[config.mk]
export PLATFORM = sky130hd
export DESIGN_NAME = wb_regfile
export DESIGN_NICKNAME = d
export VERILOG_FILES = /design/src/rtl/wb_regfile_pkg.sv /design/src/rtl/wb_regfile_mem_wb.sv /design/src/rtl/wb_regfile.sv
export SDC_FILE = /design/constraint.sdc
export NUM_CORES = 2
export LEC_CHECK = 0
export BUFFER_PORTS_ARGS = -buffer_cell sky130_fd_sc_hd__buf_4
export CORE_ASPECT_RATIO = 0.5
export CORE_MARGIN = 2
export CORE_UTILIZATION = 45
export DETAILED_ROUTE_END_ITERATION = 7
export GPL_ROUTABILITY_DRIVEN = 0
export GPL_TIMING_DRIVEN = 0
export HOLD_SLACK_MARGIN = 0.15
export MAX_ROUTING_LAYER = met4
export PLACE_DENSITY_LB_ADDON = 0.2
export SKIP_CTS_REPAIR_TIMING = 1
export SYNTH_ARGS = -nofsm -noshare
export SYNTH_HDL_FRONTEND = slang
export SYNTH_SLANG_ARGS = --single-unit
[constraint.sdc]
create_clock -name clk -period 3 [get_ports clk]
set_clock_uncertainty 0.2 [all_clocks]
set_input_delay 0 -clock clk [delete_from_list [all_inputs] [get_ports clk]]
set_output_delay 0 -clock clk [all_outputs]
set_load 0.005 [all_outputs]
[src/rtl/wb_regfile_pkg.sv]
`default_nettype none
// ============================================================================
// Module      : wb_regfile_pkg
// Description : Shared widths, levels and the writeback-stage record for the
//               register file and its mem/wb stage register.
// Revision    : 1.0 - initial release
// ============================================================================
package wb_regfile_pkg;

    localparam int REG_BUS_W  = 32;
    localparam int REG_ADDR_W = 5;
    localparam int REG_NUM    = 32;

    localparam logic [REG_BUS_W-1:0]  ZERO_WORD    = '0;
    localparam logic [REG_ADDR_W-1:0] NOP_REG_ADDR = '0;

    localparam logic WRITE_ENABLE  = 1'b1;
    localparam logic WRITE_DISABLE = 1'b0;
    localparam logic RST_ENABLE    = 1'b1;

    typedef struct packed {
        logic                  we;
        logic [REG_ADDR_W-1:0] waddr;
        logic [REG_BUS_W-1:0]  wdata;
    } wb_stage_t;

    localparam wb_stage_t WB_NOP = '{we: WRITE_DISABLE, waddr: NOP_REG_ADDR, wdata: ZERO_WORD};

    // First matching rule wins; the bypass lets a read see this cycle's write.
    function automatic logic [REG_BUS_W-1:0] read_port(
        input logic                  rst_lvl,
        input logic                  re,
        input logic [REG_ADDR_W-1:0] raddr,
        input wb_stage_t             wb,
        input logic [REG_BUS_W-1:0]  stored
    );
        if (rst_lvl == RST_ENABLE)                             return ZERO_WORD;
        else if (re != WRITE_ENABLE)                           return ZERO_WORD;
        else if (raddr == NOP_REG_ADDR)                        return ZERO_WORD;
        else if (raddr == wb.waddr && wb.we == WRITE_ENABLE)   return wb.wdata;
        else                                                   return stored;
    endfunction

endpackage
`default_nettype wire

[src/rtl/wb_regfile_mem_wb.sv]
`default_nettype none
// ============================================================================
// Module      : mem_wb
// Description : Memory-to-writeback stage register with flush, bubble and hold.
// Revision    : 1.0 - initial release
// ============================================================================
module mem_wb
    import wb_regfile_pkg::*;
(
    input  logic                  clk,
    input  logic                  rst,
    input  logic                  stall_mem,
    input  logic                  stall_wb,
    input  logic                  flush,
    input  logic [REG_BUS_W-1:0]  mem_wdata,
    input  logic [REG_ADDR_W-1:0] mem_waddr,
    input  logic                  mem_we,
    output logic [REG_BUS_W-1:0]  wb_wdata,
    output logic [REG_ADDR_W-1:0] wb_waddr,
    output logic                  wb_we
);

    wb_stage_t stage_q;
    wb_stage_t stage_d;

    // Stalled memory stage with a free writeback stage drains as a bubble.
    always_comb begin
        stage_d = stage_q;
        if (flush) begin
            stage_d = WB_NOP;
        end else if (stall_mem && !stall_wb) begin
            stage_d = WB_NOP;
        end else if (!stall_mem) begin
            stage_d = '{we: mem_we, waddr: mem_waddr, wdata: mem_wdata};
        end
    end

    always_ff @(posedge clk) begin
        if (rst == RST_ENABLE) begin
            stage_q <= WB_NOP;
        end else begin
            stage_q <= stage_d;
        end
    end

    assign wb_wdata = stage_q.wdata;
    assign wb_waddr = stage_q.waddr;
    assign wb_we    = stage_q.we;

endmodule
`default_nettype wire

[src/rtl/wb_regfile.sv]
`default_nettype none
// ============================================================================
// Module      : wb_regfile
// Description : 32x32 register file with two bypassed read ports, fed by a
//               mem/wb stage register.
// Revision    : 1.0 - initial release
// ============================================================================
module wb_regfile
    import wb_regfile_pkg::*;
(
    input  logic                  clk,
    input  logic                  rst,
    input  logic                  stall_mem,
    input  logic                  stall_wb,
    input  logic                  flush,
    input  logic [REG_BUS_W-1:0]  mem_wdata,
    input  logic [REG_ADDR_W-1:0] mem_waddr,
    input  logic                  mem_we,
    input  logic                  re1,
    input  logic                  re2,
    input  logic [REG_ADDR_W-1:0] raddr1,
    input  logic [REG_ADDR_W-1:0] raddr2,
    output logic [REG_BUS_W-1:0]  rdata1,
    output logic [REG_BUS_W-1:0]  rdata2,
    output logic [REG_BUS_W-1:0]  wb_wdata,
    output logic [REG_ADDR_W-1:0] wb_waddr,
    output logic                  wb_we
);

    logic [REG_BUS_W-1:0] regs_q [REG_NUM];
    wb_stage_t            wb_stage;

    mem_wb u_mem_wb (
        .clk       (clk),
        .rst       (rst),
        .stall_mem (stall_mem),
        .stall_wb  (stall_wb),
        .flush     (flush),
        .mem_wdata (mem_wdata),
        .mem_waddr (mem_waddr),
        .mem_we    (mem_we),
        .wb_wdata  (wb_wdata),
        .wb_waddr  (wb_waddr),
        .wb_we     (wb_we)
    );

    assign wb_stage = '{we: wb_we, waddr: wb_waddr, wdata: wb_wdata};

    // Entry 0 is cleared on reset and never written afterwards.
    always_ff @(posedge clk) begin
        if (rst == RST_ENABLE) begin
            for (int i = 0; i < REG_NUM; i++) begin
                regs_q[i] <= ZERO_WORD;
            end
        end else if (wb_we == WRITE_ENABLE && wb_waddr != NOP_REG_ADDR) begin
            regs_q[wb_waddr] <= wb_wdata;
        end
    end

    assign rdata1 = read_port(rst, re1, raddr1, wb_stage, regs_q[raddr1]);
    assign rdata2 = read_port(rst, re2, raddr2, wb_stage, regs_q[raddr2]);

endmodule
`default_nettype wire

# Word level (Yosys, flattened, before mapping)

Memory sizes are Yosys's and may differ from the RTL's.
Index checks and enable logic that the tools add are counted.

Add/sub/neg operators: 0
$mul: 0
Divide/modulo/power cells: 0
$lt $le $gt $ge: 0
Equality and inequality tests: 2
Shift operators: 0
Multiplexer cells: 16
Bitwise logic cells: 0
Reduce and logical (&&, ||, !) cells: 10

Operators with widths:

| operator            | number |
|---|---|
| $mux W32            | 9 |
| $reduce_or A32 Y1   | 1 |
| $eq A5 B5 Y1        | 2 |
| $logic_not A5 Y1    | 2 |
| $mux W1             | 6 |
| $mux W5             | 1 |
| $reduce_bool A5 Y1  | 1 |
| $logic_and A1 B1 Y1 | 4 |
| $reduce_or A3 Y1    | 1 |
| $logic_not A1 Y1    | 1 |

Register bits: 38
Latch bits: 0
Memory bits (writable): 1024
Bits in read-only memories: 0
Input bits: 55
Output and inout bits: 102
Word-level logic and storage cells: 32
Memories: 1

Memories:

| name   | words | bits a word | rd ports | clocked after memory_dff | write ports | RTL line         | text |
|---|---|---|---|---|---|---|---|
| regs_q | 32    | 32          | 2        | 0                        | 32          | wb_regfile.sv:30 | `logic [REG_BUS_W-1:0] regs_q [REG_NUM];` |

# Depth between registers and ports, before layout

Depth in word-level cells: 7
Mapped depth: 9
Mapped depth without buffers: 5

# Modules after synthesis

Synthesis repeated with hierarchy kept, for this count alone.

Cell total of the unflattened synthesis: 3865
Area, all modules: 56703.1 µm²

Modules (own cells, without submodules):

| module     | instances | cells an instance | area an instance (µm²) | seq. area each (µm²) |
|---|---|---|---|---|
| wb_regfile | 1         | 3696              | 55127.9                | 30749.5 |
| mem_wb     | 1         | 169               | 1575.3                 | 760.7 |

# Least setup slack after synthesis

No wires, ideal clock.

Path kind: register to register
From: register u_mem_wb.stage_q, in the netlist u_mem_wb.wb_waddr[3]
To: memory regs_q[11][0], enable pin
Library setup time: 0.375 ns
Arrival: 1.760 ns
Data required time: 2.425 ns
Path slack: 0.665 ns
Cell stages (with the launch flop): 5
Clock period less this slack: 2.335 ns
Cells stage by stage: dfxtp_1 > buf_2 > or3b_2 > nor2_1 > or2_2

RTL lines:

| item                   | RTL line                | text |
|---|---|---|
| from (decl)            | wb_regfile_mem_wb.sv:23 | `wb_stage_t stage_q;` |
| from (signal assigned) | wb_regfile_mem_wb.sv:42 | `stage_q <= stage_d;` |
| to (decl)              | wb_regfile.sv:30        |  |

==> results.sh <==
export IMPL_wl_per_cell_um=41.76
export IMPL_hold_viol=0
export IMPL_min_path_cells=5
export IMPL_core_sq_um=124000
export IMPL_cts_buffers=101
export IMPL_grt_pass1_wl_um=325500
export IMPL_crit_fanout=2
export IMPL_die_area_sq_um=128700
export IMPL_p_per_area_nw_per_um2=522.1
export IMPL_path_clk_slew_ns=0.07
export IMPL_comb_power_share_pct=12.3
export IMPL_setup_viol=793
export IMPL_async_flop_share_pct=0
export IMPL_wl_met1_um=88710
export IMPL_num_vias=42620
export IMPL_viasPerCell=6.999
export IMPL_drc=29
export IMPL_synth_area_per_cell_sq_um=14.64
export IMPL_grt_usage_pct=39.06
export IMPL_status="complete, but fails checks"
export IMPL_synth_edff_count=1024
export IMPL_grt_pass1_vias=38530
export IMPL_slowest_stage="o211ai_1"
export IMPL_antenna_found_initial=19
export IMPL_drv_slew=15
export IMPL_cp_num_buf_inv=1
export IMPL_violations="design-rule violations, max-capacitance violations, max-slew violations, negative setup slack"
export IMPL_end_kind="output port"
export IMPL_holdCritPathClass="primary input to flop"
export IMPL_period_minus_slack_ns=3.493
export IMPL_drt_first_pass_iters=8
export IMPL_timing_rr_start="u_mem_wb.wb_we"
export IMPL_path_cells="mux4_2 > mux2_4 > o211ai_1 > a41oi_2 > buf_4"
export IMPL_clock_path_buffers=3
export IMPL_grt_max_degree=33
export IMPL_post_synth_top_area_cell="edfxtp_1"
export IMPL_die_w_um=505.3
export IMPL_dp_hpwl_um=175000
export IMPL_cap_viol_max_count=2
export IMPL_seq_area_frac_synth_pct=55.73
export IMPL_cts_sink_count=1062
export IMPL_final_nets=4362
export IMPL_routed_top_layer="met4"
export IMPL_synth_area_leaders="edfxtp_1, mux4_2, and2_1"
export IMPL_postRouteWirelength_um=254300
export IMPL_tightest_slew_ns=1.534
export IMPL_ys_types=61
export IMPL_switching_share_pct=26.47
export IMPL_initialDrtViolationCount=8525
export IMPL_clk_insertion_delay_late_ns=0.75
export IMPL_pwr_share_seq_pct=49.0
export IMPL_syn_area_sq_um=56540
export IMPL_ys_ff_latch=1062
export IMPL_setup_tns_ns=-98.70
export IMPL_crit_family="compound AO/OA/AOI/OAI gates"
export IMPL_clkPwrFrac_pct=38.7
export IMPL_timing_rr_end="regs_q[29][7]"
export IMPL_start_util_pct=45.60
export IMPL_post_route_util_pct=53.49
export IMPL_multi_input_comb_area_sq_um=24370
export IMPL_fillers=10150
export IMPL_gr_total_overflow=0
export IMPL_setup_ws_ns=-0.4934
export IMPL_synthCells=3863
export IMPL_synth_warnings=0
export IMPL_reg2reg_slack_ns=-0.32
export IMPL_syn_to_final_growth_pct=17.31
export IMPL_min_to="u_mem_wb.wb_wdata[30]"
export IMPL_fin_area_sq_um=66330
export IMPL_synth_most_common_cell="edfxtp_1"
export IMPL_rsz0062_at_grt="true"
export IMPL_register_area_sq_um=31520
export IMPL_cts_root_buf="clkbuf_16"
export IMPL_vdd_drop_max_mv=0.4935
export IMPL_die_h_um=254.6
export IMPL_min_from="stall_mem"
export IMPL_start_kind="flop"
export IMPL_fin_crit_sh_pct=116.4
export IMPL_place_ws_ns=-1.238
export IMPL_holdWs_ns=0.1557
export IMPL_slew_headroom_pct=-2.273
export IMPL_io_pins=157
export IMPL_h_tree_depth=3
export IMPL_ant_nets=0
export IMPL_arrival_ns=3.29
export IMPL_synthFlopType="edfxtp_1"
export IMPL_worstPathRequired_ns=2.80
export IMPL_p_leak_nw=24.00
export IMPL_max_stage_delay_ns=0.78
export IMPL_place_area_sq_um=59940
export IMPL_max_freq_mhz=286.3
export IMPL_synth_top_cells_by_count="edfxtp_1, and2_1, mux4_2, clkbuf_1, mux2i_1"
export IMPL_cts_tree="yes"
export IMPL_routed_wl_met3_um=50520
export IMPL_drive_gt1_share_pct=26.61
export IMPL_io_buffers=151
export IMPL_fp_row_count=91
export IMPL_path_class="flop to output port"
export IMPL_p_switching_mw=9.167
export IMPL_netlist_area_leader_share_pct=54.38
export IMPL_path_depth=5
export IMPL_internal_power_mw=25.47
export IMPL_routed_wl_met2_um=101600
export IMPL_r2r_cells=5
metal layers:
metal / track usage (%) / up-vias
li1: - / 15780
met1: 48.56 / 21750
met2: 51.31 / 4198
met3: 22.78 / 901
met4: 16.02 / 0
met5: - / -
logic make-up (layout without fill, tap and decap cells):
logic type             after synthesis  in the layout  synth area share (%)
other                                1             57              0.006632
multiplexers                       662            662                 21.62
AO/OA/AOI/OAI                      403            403                 5.428
flip-flops                        1062           1062                 55.73
buffers and inverters              425            908                 3.558
XOR/XNOR                            10             10                0.1549
AND/OR/NAND/NOR                   1300           1313                 13.50
cell usage in the layout, fill, tap and decap left out, types with 13 or more instances in the layout:
master         Yosys  final
a211o_1           21     21
a21o_1            19     19
a21oi_1           65     52
a22o_1            25     25
a22oi_1           73     63
a41oi_2            0     14
and2_1           995    995
buf_12             0     13
buf_2             59     51
buf_4             21    174
buf_6             35     66
clkbuf_1         282    246
clkbuf_16          0    107
clkbuf_2           1     49
clkinv_1           1     21
clkinv_2           0     16
conb_1             1     32
dfxtp_1           38     33
diode_2            0     25
dlygate4sd3_1      0    112
edfxtp_1        1024   1024
mux2i_1          200    200
mux4_2           446    446
nand2_1           65     65
nand3_1           25     25
nor2_1           117     81
nor2_2             0     29
nor3_1            34     15
o221ai_1          72     67
o22ai_1           20     19
or2_4              0     35
sequential cells by signal, summed over array words and instances, names as in the netlist:
signal and count:
u_mem_wb.wb_we 1, regs_q 1024, u_mem_wb.wb_waddr 5, u_mem_wb.wb_wdata 32
through the flow:
| stage | power, mW | cells |
|---|---|---|
| after global placement | 20.89 | 5719 |
| final | 34.63 | 6089 |
| after floorplan | 19.23 | 3894 |
| after CTS | 33.80 | 5908 |
| after global routing | 34.92 | 6071 |
| after detailed placement | 20.96 | 5722 |
power groups by stage:
stage / Sequential [mW] / Clock (mW) / Combinational (mW)
after floorplan: 17.2 / 0 / 2.08
after global placement: 17.2 / 0 / 3.65
after detailed placement: 17.3 / 0 / 3.67
after CTS: 17.0 / 13.1 / 3.68
after global routing: 17.0 / 13.7 / 4.22
final: 17.0 / 13.4 / 4.26
worst max-delay path by stage:
stage                         startpoint            end  slack [ns]
finish                    regs_q[15][11]     rdata2[11]       -0.49
global route        u_mem_wb.wb_waddr[1]     rdata2[20]       -0.39
CTS                            raddr1[2]     rdata1[16]       -1.25
detailed placement             raddr1[2]     rdata1[16]       -1.24
global placement               raddr1[2]     rdata1[16]       -1.20
floorplan           u_mem_wb.wb_waddr[3]  regs_q[11][0]        0.66
final cells by class:
cell class / instances / area share [%]
flip-flops and latches: 1062 / 47.53
multi-input cells: 2420 / 36.74
clock buffers: 140 / 4.310
repair buffers: 300 / 4.190
plain buffers: 410 / 3.333
well taps: 1674 / 3.158
clock inverters: 46 / 0.5829
diodes: 25 / 0.09432
inverters: 12 / 0.06791
worst reg2reg max path: cells and delay by family (launching register included):
family | cells | cell delay (ns)
flops | 1 | 0.53
simple gates | 5 | 2.20
Power figures use the tool's default switching activity.
